`src/rtl/cpu_sequencer_pkg.sv`:
```
// Shared definitions for the CPU instruction sequencer: state encodings,
// RV32 major opcodes and opcode classification helpers.
package cpu_sequencer_pkg;

    localparam int unsigned SEQ_STATE_WIDTH = 3;
    localparam int unsigned OPCODE_WIDTH    = 7;

    typedef enum logic [SEQ_STATE_WIDTH-1:0] {
        SEQ_IDLE      = 3'd0,
        SEQ_FETCH     = 3'd1,
        SEQ_DECODE    = 3'd2,
        SEQ_EXECUTE   = 3'd3,
        SEQ_MEMORY    = 3'd4,
        SEQ_WRITEBACK = 3'd5,
        SEQ_FAULT     = 3'd6
    } seq_state_t;

    localparam logic [OPCODE_WIDTH-1:0] OP_LOAD   = 7'b0000011;
    localparam logic [OPCODE_WIDTH-1:0] OP_STORE  = 7'b0100011;
    localparam logic [OPCODE_WIDTH-1:0] OP_R      = 7'b0110011;
    localparam logic [OPCODE_WIDTH-1:0] OP_I_ALU  = 7'b0010011;
    localparam logic [OPCODE_WIDTH-1:0] OP_LUI    = 7'b0110111;
    localparam logic [OPCODE_WIDTH-1:0] OP_AUIPC  = 7'b0010111;
    localparam logic [OPCODE_WIDTH-1:0] OP_JAL    = 7'b1101111;
    localparam logic [OPCODE_WIDTH-1:0] OP_JALR   = 7'b1100111;
    localparam logic [OPCODE_WIDTH-1:0] OP_BRANCH = 7'b1100011;

    // Instruction needs a data-memory access
    function automatic logic op_is_mem(input logic [OPCODE_WIDTH-1:0] op);
        return (op == OP_LOAD) || (op == OP_STORE);
    endfunction

    // Legal instruction that completes without a data-memory access
    function automatic logic op_is_nonmem(input logic [OPCODE_WIDTH-1:0] op);
        return (op == OP_R)   || (op == OP_I_ALU) || (op == OP_LUI)  ||
               (op == OP_AUIPC) || (op == OP_JAL) || (op == OP_JALR) ||
               (op == OP_BRANCH);
    endfunction

    // Instruction writes a destination register
    function automatic logic op_writes_rd(input logic [OPCODE_WIDTH-1:0] op);
        return !((op == OP_STORE) || (op == OP_BRANCH));
    endfunction

endpackage

```
`src/rtl/sequencer_wait_timer.sv`:
```
// Wait-cycle counter for memory handshakes; flags a timeout when the
// current waiting cycle is the last one allowed and no ack arrived.
module sequencer_wait_timer #(
    parameter int unsigned TIMEOUT_CYCLES = 255,
    parameter int unsigned TIMEOUT_WIDTH  = 8
) (
    input  logic i_Clock,
    input  logic i_Reset,
    input  logic i_Clear,
    input  logic i_Enable,
    output logic o_Timeout
);

    logic [TIMEOUT_WIDTH-1:0] count;

    // Counter: held at zero outside a wait, counts unanswered wait cycles
    always_ff @(posedge i_Clock) begin
        if (i_Reset || i_Clear) begin
            count <= '0;
        end else if (i_Enable) begin
            count <= count + TIMEOUT_WIDTH'(1);
        end
    end

    // Enable already excludes an ack this cycle, so a same-cycle ack wins
    assign o_Timeout = i_Enable && (count == TIMEOUT_WIDTH'(TIMEOUT_CYCLES - 1));

endmodule

```
`src/rtl/cpu_sequencer.sv`:
```
// Multi-cycle instruction sequencer: FETCH, DECODE, EXECUTE, MEMORY,
// WRITEBACK with req/ack timeouts to a sticky FAULT state.
// Optional macro CPU_SEQUENCER_PERF_COUNTERS_EN adds cycle/retire counters.
module cpu_sequencer
    import cpu_sequencer_pkg::*;
#(
    parameter int unsigned TIMEOUT_CYCLES = 255,
    parameter int unsigned TIMEOUT_WIDTH  = 8
) (
    input  logic        i_Clock,
    input  logic        i_Reset,
    input  logic        i_Run,
    input  logic [6:0]  i_Op_Code,
    output logic        o_Imem_Req,
    input  logic        i_Imem_Ack,
    output logic        o_Ir_Load,
    output logic        o_Control_Enable,
    output logic        o_Dmem_Req,
    output logic        o_Dmem_Write,
    input  logic        i_Dmem_Ack,
    output logic        o_Reg_Write_Strobe,
    output logic        o_Pc_Update,
    output logic        o_Retired,
    output logic        o_Fault,
`ifdef CPU_SEQUENCER_PERF_COUNTERS_EN
    output logic [31:0] o_Cycle_Count,
    output logic [31:0] o_Retired_Count,
`endif
    output logic [2:0]  o_State
);

    seq_state_t state;
    seq_state_t state_next;
    logic       waiting;
    logic       wait_ack;
    logic       timeout_c;

    assign waiting  = (state == SEQ_FETCH) || (state == SEQ_MEMORY);
    assign wait_ack = (state == SEQ_FETCH) ? i_Imem_Ack : i_Dmem_Ack;
    assign o_State  = state;

    sequencer_wait_timer #(
        .TIMEOUT_CYCLES (TIMEOUT_CYCLES),
        .TIMEOUT_WIDTH  (TIMEOUT_WIDTH)
    ) u_wait_timer (
        .i_Clock   (i_Clock),
        .i_Reset   (i_Reset),
        .i_Clear   (!waiting),
        .i_Enable  (waiting && !wait_ack),
        .o_Timeout (timeout_c)
    );

    // State register
    always_ff @(posedge i_Clock) begin
        if (i_Reset) begin
            state <= SEQ_IDLE;
        end else begin
            state <= state_next;
        end
    end

    // Next-state and Moore output decode
    always_comb begin
        state_next         = state;
        o_Imem_Req         = 1'b0;
        o_Ir_Load          = 1'b0;
        o_Control_Enable   = 1'b0;
        o_Dmem_Req         = 1'b0;
        o_Dmem_Write       = 1'b0;
        o_Reg_Write_Strobe = 1'b0;
        o_Pc_Update        = 1'b0;
        o_Retired          = 1'b0;
        o_Fault            = 1'b0;
        case (state)
            SEQ_IDLE: begin
                if (i_Run) state_next = SEQ_FETCH;
            end
            SEQ_FETCH: begin
                o_Imem_Req = 1'b1;
                o_Ir_Load  = i_Imem_Ack;
                if (i_Imem_Ack)     state_next = SEQ_DECODE;
                else if (timeout_c) state_next = SEQ_FAULT;
            end
            SEQ_DECODE: begin
                o_Control_Enable = 1'b1;
                state_next       = SEQ_EXECUTE;
            end
            SEQ_EXECUTE: begin
                o_Control_Enable = 1'b1;
                if (op_is_mem(i_Op_Code))         state_next = SEQ_MEMORY;
                else if (op_is_nonmem(i_Op_Code)) state_next = SEQ_WRITEBACK;
                else                              state_next = SEQ_FAULT;
            end
            SEQ_MEMORY: begin
                o_Control_Enable = 1'b1;
                o_Dmem_Req       = 1'b1;
                o_Dmem_Write     = (i_Op_Code == OP_STORE);
                if (i_Dmem_Ack)     state_next = SEQ_WRITEBACK;
                else if (timeout_c) state_next = SEQ_FAULT;
            end
            SEQ_WRITEBACK: begin
                o_Control_Enable   = 1'b1;
                o_Pc_Update        = 1'b1;
                o_Retired          = 1'b1;
                o_Reg_Write_Strobe = op_writes_rd(i_Op_Code);
                state_next         = i_Run ? SEQ_FETCH : SEQ_IDLE;
            end
            SEQ_FAULT: begin
                o_Fault = 1'b1;
            end
            default: begin
                state_next = SEQ_IDLE;
            end
        endcase
    end

`ifdef CPU_SEQUENCER_PERF_COUNTERS_EN
    // Performance counters: active cycles and retired instructions
    always_ff @(posedge i_Clock) begin
        if (i_Reset) begin
            o_Cycle_Count   <= '0;
            o_Retired_Count <= '0;
        end else begin
            if ((state != SEQ_IDLE) && (state != SEQ_FAULT))
                o_Cycle_Count <= o_Cycle_Count + 32'd1;
            if (o_Retired)
                o_Retired_Count <= o_Retired_Count + 32'd1;
        end
    end
`endif

endmodule

```
`config.mk`:
```
export PLATFORM = sky130hd
export DESIGN_NAME = cpu_sequencer
export DESIGN_NICKNAME = d
export VERILOG_FILES = /design/src/rtl/cpu_sequencer_pkg.sv /design/src/rtl/sequencer_wait_timer.sv /design/src/rtl/cpu_sequencer.sv
export SDC_FILE = /design/constraint.sdc
export NUM_CORES = 1
export LEC_CHECK = 0
export ABC_AREA = 0
export CAP_MARGIN = 20
export CORE_MARGIN = 4
export CORE_UTILIZATION = 45
export CTS_CLUSTER_DIAMETER = 100
export DETAILED_ROUTE_END_ITERATION = 6
export HOLD_SLACK_MARGIN = 0.02
export PLACE_DENSITY_LB_ADDON = 0.12
export SYNTH_ARGS = -nofsm -noshare
export SYNTH_HDL_FRONTEND = slang
export SYNTH_HIERARCHICAL = 1
export SYNTH_SLANG_ARGS = --single-unit
```
`constraint.sdc`:
```
create_clock -name i_Clock -period 2.7 [get_ports i_Clock]
set_input_delay 0.54 -clock i_Clock [delete_from_list [all_inputs] [get_ports i_Clock]]
set_output_delay 0.54 -clock i_Clock [all_outputs]
set_load 0.02 [all_outputs]
```
== Yosys cells after proc, flatten, opt, wreduce, memory -nomap -nowiden ==
Index checks and enable logic that the tools add are counted.
Operators by class
  mux-type cells: 17
  equal/unequal tests: 17
  add/subtract/negate cells: 1
  bitwise logic cells: 1
  reductions and logical operators: 18
Operators by type and width (count)
  $eq 7x6->1 const B: 3
  $eq 7x7->1 const B: 3
  $pmux 3 s7: 1
  $eq 7x5->1 const B: 2
  $mux 3: 4
  $logic_or 1x1->1: 10
  $mux 1: 10
  $eq 3x3->1 const B: 3
  $add 8x1->8 const B: 1
  $eq 8x8->1 const B: 1
  $eq 7x2->1 const B: 1
  $eq 3x2->1 const B: 2
  $mux 2: 2
  $reduce_or 4->1: 1
  $eq 3x1->1 const B: 1
  $logic_not 1->1: 3
  $logic_not 3->1: 1
  $logic_and 1x1->1: 2
  $ne 2x2->1 const B: 1
  $reduce_and 2->1: 1
  $not 1->1: 1
Storage, ports and cells
  logic and storage cells: 56
  input bits: 12
  register bits: 11
  output and inout port bits: 12

== Logic depth before layout (Yosys ltp) ==
Gate-level depths: netlist of the first run.
  depth after elaboration: 10
  depth in mapped cells: 11
  mapped depth without buffers: 9

== By module ==
Netlist of the first run, hierarchy kept.
Modules (own cells, without submodules)
  sequencer_wait_timer: sequential area each 160.2 um^2, cells each 42, times used 1, area each 369.1 um^2
  cpu_sequencer: sequential area each 60.1 um^2, cells each 47, times used 1, area each 351.6 um^2

== Least setup slack after synthesis of the first run ==
No wires, ideal clock.
  kind: register to register
  start: register state[0], in the netlist o_State[0]
  end: register state[2], in the netlist o_State[2]
  stages on the path, launching flop included: 11
  library setup time: 70 ps
  arrival time: 2211 ps
  path slack: 419 ps
  clock period less this slack: 2281 ps
  path buffers: 2
  required time: 2630 ps
  path through: dfxtp_1 buf_2 nand2b_1 nor2_1 a22o_1 buf_4 nand4_1 nor2_1 a21oi_1 or3b_1 a21oi_1
Between the ends
  longest elaborated chain between the ends: 8
  elaborated cells on any way between the ends: 19
  those cells by class: 7 x eq/ne; 5 x mux; 1 x bitwise; 6 x reduce/logical
RTL lines
  start: declaration: line cpu_sequencer.sv:32  | seq_state_t state;
  start signal: assignment: line cpu_sequencer.sv:58  | state <= state_next;
  $eq 3x1->1: line cpu_sequencer.sv:38, cpu_sequencer.sv:39
  $mux 1: line cpu_sequencer.sv:39  | assign wait_ack = (state == SEQ_FETCH) ? i_Imem_Ack : i_Dmem_Ack;
  $logic_not 1->1: line cpu_sequencer.sv:49  | .i_Enable (waiting && !wait_ack),
  $logic_and 1x1->1 *: line cpu_sequencer.sv:49
  $logic_and 1x1->1 *: line sequencer_wait_timer.sv:26  | assign o_Timeout = i_Enable && (count == TIMEOUT_WIDTH'(TIMEOUT_CYCLES - 1));
  named net timeout_c: line cpu_sequencer.sv:36  | logic timeout_c;
  $mux 3 *
  $mux 3, on equally long branches
  $pmux 3 s7 *: line cpu_sequencer.sv:74  | case (state)
The timed path passes the listed nets; every way through them passes the cells marked *.
A chain may end at the register's enable or synchronous reset.

== Final worst setup path of the first run ==
  start: input i_Op_Code[3]
  end: output o_Reg_Write_Strobe
Between the ends
  longest elaborated chain between the ends: 4
  elaborated cells on any way between the ends: 5
  those cells by class: 2 x eq/ne; 1 x mux; 2 x reduce/logical
RTL lines
  start: declaration: line cpu_sequencer.sv:13  | input logic [6:0] i_Op_Code,
  $eq 7x6->1 or $eq 7x7->1 (tied branches): line cpu_sequencer_pkg.sv:42  | return !((op == OP_STORE) || (op == OP_BRANCH));
  $logic_or 1x1->1 *: line cpu_sequencer_pkg.sv:42
  $logic_not 1->1 *: line cpu_sequencer_pkg.sv:42
  $mux 1 *: line cpu_sequencer.sv:74
  end: declaration: line cpu_sequencer.sv:21  | output logic o_Reg_Write_Strobe,
Every way passes the cells marked *; elsewhere a longest branch is shown, timed or not.

==> results_dict.tcl, run 1 <==
set metrics [dict create \
    outcome "completed" \
    clock_power_share_pct 28.3 \
    crit_family "buffers and inverters" \
    synth.most_common_cell "dfxtp_1" \
    grt.total_usage_pct 15.7 \
    detail_route.iter0.violations 9 \
    synth_ff_type "dfxtp_1" \
    dieArea_um2 2310 \
    synthCells 89 \
    setup-violations-final 0 \
    swShare_pct 29.6 \
    clock-sinks 11 \
    path_max_fanout 3 \
    synth_top_cell_area_share_pct 30.6 \
    tritoncts "built" \
    critPathKind "primary input to output pin" \
    die_w_um 48.0 \
    ys_types 40 \
    ctsLongestPathBuffers 2 \
    fmax_mhz 381 \
    irDropWorstVdd_mv 0.338 \
    synth_nets 103 \
    skew_ps 3.32 \
    initial_core_util_pct 47.8 \
    ctsRootBufferMaster "clkbuf_4" \
    insertion_delay_ps 270 \
    die_height_um 48.0 \
    dp_hpwl_um 1260 \
    cpMostUsedCell "clkdlybuf4s50_1" \
    final_antenna_net_count 0 \
    crit_chain "clkdlybuf4s50_1, and4bb_1, a21boi_0, clkdlybuf4s50_1" \
    timing.final.crit_share_pct 97.1 \
    synth_area_per_cell_um2 8.10 \
    area_delta_synth_final_pct 34.7 \
    yosysSeqAreaShare_pct 30.6 \
    grt_overflow 0 \
    tightest_slew_ps 454 \
    nNetsFinal 126 \
    slew_viol_final 0 \
    portBuffers 23 \
    rows 14 \
    end_kind "output pin" \
    drt_wl_total_um 1620 \
    synth_top_cell_by_area "dfxtp_1" \
    power.leakage_nw 0.365 \
    fp.coreArea_um2 1510 \
    fillCellCount 130 \
    grt_pass1_vias 595 \
    power_frac_comb_pct 26.5 \
    synth.cell_area_um2 721 \
    net-switching-power_mw 0.118 \
    num_antenna_cells 0 \
    grt_max_degree 12 \
    cp_slowest_cell "clkdlybuf4s50_1" \
    drv_cap 0 \
    firstDrtPassIters 4 \
    relSlewSlack_pct 69.7 \
    viasPerCell 5.69 \
    place_congestion 0.786 \
    vias 722 \
    finalSetupTns_ps 0 \
    detail_route.wl_per_cell_um 12.8 \
    hold_class "register to register" \
    antenna_found_initial 0 \
    grt_pass1_wl_um 2530 \
    clkTransAtPathRegs_ps 70 \
    cp.required_ps 2160 \
    cts_made_buffers 3 \
    io-pin-count 24 \
    ys_seq_elements 11 \
    crit_path_start_kind "primary input" \
    drive_gt1_share_pct 9.01 \
    synthTopCellsByArea "dfxtp_1 31%, nor2_1 5.2%, xor2_1 4.9%" \
    path_buf_inv 2 \
    rsz0062_at_grt "no" \
    p_per_area_nw_per_um2 410 \
    cts_max_level 1 \
    drc 0 \
    hold_violations 0 \
    synth_edf_count 0 \
    p_total_mw 0.399 \
    p_seq_share_pct 45.1 \
    internal-power_mw 0.280 \
    final.min_clock_period_ps 2620 \
    async_reset_ff_share_pct 0 \
    critPathMaxStageDelay_ps 630 \
    synth_commonest_cells "11 x dfxtp_1, 10 x nor2_1, 6 x a21oi_1" \
    post_cts_buffers 0 \
    critical_path_arrival_ps 2080 \
    ys_warn_count 6 \
]
cell families after synthesis:
kind of cell / Yosys count / synth area share (%)
xor gates and xnor gates: 5 / 6.08
buffers and inverters: 11 / 7.64
adders and majority gates: 2 / 3.47
AOI/OAI and AO/OA: 24 / 21.9
DFF: 11 / 30.6
and+or+nand+nor: 36 / 30.4
timing repair:
action / in CTS / in global routing
resized for setup: 0 / 1
hold buffers: 0 / 0
endpoints found under the setup margin: 0 / 1
path summary, 6_finish.rpt:
path                                             from  depth (start not counted)                     to  slack [ps]
worst max-delay path                     i_Op_Code[3]                          4     o_Reg_Write_Strobe          80
worst min-delay path            u_wait_timer/count[7]                          2  u_wait_timer/count[7]         490
worst max register to register             o_State[0]                          8             o_State[2]         410
worst min register to register  u_wait_timer/count[7]                          2  u_wait_timer/count[7]         490
worst reg2reg max path, stage by stage (launching register included):
cell      delay (ps)
dfxtp_1          400
nand2b_1         230
nor2_1           260
a22o_1           380
nand4_1          130
nor2_1           240
a21oi_1           90
or3b_1           360
a21oi_1          140
power by group through the flow:
stage | sequential (mW) | combinational (mW) | clock [mW]
after floorplan | 0.179 | 0.0651 | 0
after global placement | 0.183 | 0.104 | 0
after global routing | 0.181 | 0.114 | 0.127
final | 0.180 | 0.106 | 0.113
after CTS | 0.179 | 0.106 | 0.117
after detailed placement | 0.183 | 0.106 | 0
cells in the final DEF (no fill, tap or decap), types with 3 or more instances in the layout:
master           Yosys  final
a21oi_1              6      6
clkbuf_4             0      3
clkdlybuf4s50_1      0     22
dfxtp_1             11     11
inv_1                5      5
nand2_1              4      4
nand4_1              3      3
nor2_1              10     10
o21ai_0              3      3
or3_1                3      3
xor2_1               4      4
layer usage:
| layer | part of all wire, % | GRT usage, % | wire length, um |
|---|---|---|---|
| met3 | 7.0 | 5.64 | 113 |
| met4 | 0.99 | 4.84 | 16 |
| met1 | 46 | 20.4 | 753 |
| met5 | 0 | 0 | 0 |
| met2 | 46 | 24.3 | 742 |
stage by stage:
step | setup WS [ps] | std cells | cell area [um^2] | hold slack [ps] | util (%)
6_report | 78.2 | 127 | 971 | 491 | 64.5
5_1_grt | 15.6 | 127 | 971 | 508 | 64.5
4_1_cts | 35.4 | 127 | 968 | 493 | 64.3
3_5_place_dp | 39.4 | 123 | 942 | 481 | 62.5
3_3_place_gp | 72.8 | 123 | 942 | 470 | 62.5
2_1_floorplan | 419 | 89 | 721 | 458 | -
registers in the layout, summed over array words and instances, names as in the netlist:
name,flops
o_State,3
u_wait_timer/count,8
final cells by class:
class                   instances  area [um^2]  share of cell area, %
inverters                       5         18.8                   1.93
flip-flops and latches         11          220                   22.7
multi-input cells              67          445                   45.9
repair buffers                 24          240                   24.7
well taps                      16         20.0                   2.06
clock buffers                   4         26.3                   2.71
No activity file was read; power rests on OpenSTA's default activity.
==> inputs of run 2 (changes only) <==
--- a/config.mk
+++ b/config.mk
@@ -12,7 +12,7 @@
 export CTS_CLUSTER_DIAMETER = 100
 export DETAILED_ROUTE_END_ITERATION = 6
 export HOLD_SLACK_MARGIN = 0.02
-export PLACE_DENSITY_LB_ADDON = 0.12
+export PLACE_DENSITY = 0.79
 export SYNTH_ARGS = -nofsm -noshare
 export SYNTH_HDL_FRONTEND = slang
 export SYNTH_HIERARCHICAL = 1
==> results_dict.tcl, run 2 (synthesis results as in run 1) <==
set metrics [dict create \
    cp_slowest_cell "clkdlybuf4s50_1" \
    tightest_slew_ps 483 \
    largest_register_ffs 8 \
    post_cts_buffers 0 \
    setup-violations-final 0 \
    timing.rr.start "o_State[1]" \
    final_util_pct 65.0 \
    die_height_um 48.0 \
    swShare_pct 29.1 \
    largest-register "u_wait_timer/count" \
    holdCritStartpoint "u_wait_timer/count[7]" \
    cts_made_buffers 3 \
    rows 14 \
    skew_ps 2.65 \
    grt_pass1_vias 626 \
    grt.total_usage_pct 15.6 \
    path_max_fanout 3 \
    nNetsFinal 127 \
    end_kind "output pin" \
    antenna_found_initial 0 \
    clkTransAtPathRegs_ps 70 \
    detail_route.wl_per_cell_um 13.0 \
    clock-sinks 11 \
    die_w_um 48.0 \
    timing.final.crit_share_pct 96.5 \
    irDropWorstVdd_mv 0.304 \
    firstDrtPassIters 4 \
    pre_cts_ws_ps 16.0 \
    critPathMaxStageDelay_ps 620 \
    grt_max_degree 13 \
    num_antenna_cells 0 \
    setup_slack_ps 95.6 \
    initial_core_util_pct 47.8 \
    area_delta_synth_final_pct 35.8 \
    critPathLaunch "i_Op_Code[3]" \
    fmax_mhz 384 \
    cpMostUsedCell "clkdlybuf4s50_1" \
    hold_class "register to register" \
    grt_pass1_wl_um 2500 \
    ctsRootBufferMaster "clkbuf_4" \
    viasPerCell 5.63 \
    critPathKind "primary input to output pin" \
    crit_path_start_kind "primary input" \
    hold_violations 0 \
    tritoncts "built" \
    net-switching-power_mw 0.116 \
    final_common_cell "clkdlybuf4s50_1" \
    dieArea_um2 2310 \
    final.min_clock_period_ps 2600 \
    outcome "completed" \
    fp.coreArea_um2 1510 \
    finalSetupTns_ps 0 \
    drive_gt1_share_pct 9.82 \
    p_seq_share_pct 44.4 \
    cp.required_ps 2160 \
    clock_power_share_pct 27.3 \
    drt_wl_total_um 1670 \
    cts_max_level 1 \
    dp_hpwl_um 1330 \
    vias 721 \
    io-pin-count 24 \
    final_antenna_net_count 0 \
    grt_overflow 0 \
    power.leakage_nw 0.370 \
    power_frac_comb_pct 28.3 \
    layout_common_cells "22 x clkdlybuf4s50_1, 11 x dfxtp_1, 10 x nor2_1" \
    place_congestion 0.825 \
    insertion_delay_ps 260 \
    relSlewSlack_pct 67.7 \
    crit_chain "clkdlybuf4s50_1, and4bb_1, a21boi_0, clkdlybuf4s50_1" \
    rsz0062_at_grt "no" \
    p_per_area_nw_per_um2 408 \
    critical_path_arrival_ps 2060 \
    detail_route.iter0.violations 9 \
    drv_cap 0 \
    portBuffers 23 \
    drc 0 \
    ctsLongestPathBuffers 2 \
    slew_viol_final 0 \
    internal-power_mw 0.283 \
]
==> run 2: changes by cell type in the layout (fill, tap and decap cells not counted), sizes merged <==
cell  before  now
buf        1    2
==> run 2: per-stage QoR <==
step                total power, mW  instance area [um^2]  hold slack [ps]  std cells
global route                  0.422                   978              522        128
CTS                           0.403                   976              492        128
detailed placement            0.292                   950              482        124
finish                        0.399                   978              491        128
global placement              0.291                   950              469        124
floorplan                     0.244                   721              458         89
==> run 2: layer usage <==
layer  GRT usage, %  wire [um]
met5              0          0
met4           2.69          0
met3           7.52         79
met2           25.6        816
met1           18.5        769
==> run 2: final timing paths <==
path | endpoint | slack (ps) | cells after the start
min | u_wait_timer/count[7] | 490 | 2
max reg2reg | o_State[2] | 500 | 7
max | o_Reg_Write_Strobe | 100 | 4
min reg2reg | u_wait_timer/count[7] | 490 | 2
==> run 2: worst max-delay path, delay by kind of cell <==
family | cells | cell delay (ps)
AO/OA/AOI/OAI | 1 | 170
buffers and inverters | 2 | 1110
AND/OR/NAND/NOR | 1 | 250
==> run 2: final cells by class <==
class                      count  area [um^2]
tap                           16         20.0
timing repair buffer          25          248
fill                         132          528
clock buffer                   4         26.3
sequential                    11          220
multi-input combinational     67          445
inverter                       5         18.8
==> run 2: repair_timing <==
action	4_1_cts	5_1_grt
gates resized for setup	0	1
hold buffers	0	0
setup endpoints to repair	0	1
==> run 2: power groups by stage <==
stage / Clock, mW / Sequential, mW / Combinational, mW
global placement: 0 / 0.180 / 0.112
global route: 0.125 / 0.178 / 0.119
CTS: 0.114 / 0.176 / 0.113
finish: 0.109 / 0.177 / 0.113
detailed placement: 0 / 0.180 / 0.112
floorplan: 0 / 0.179 / 0.0651
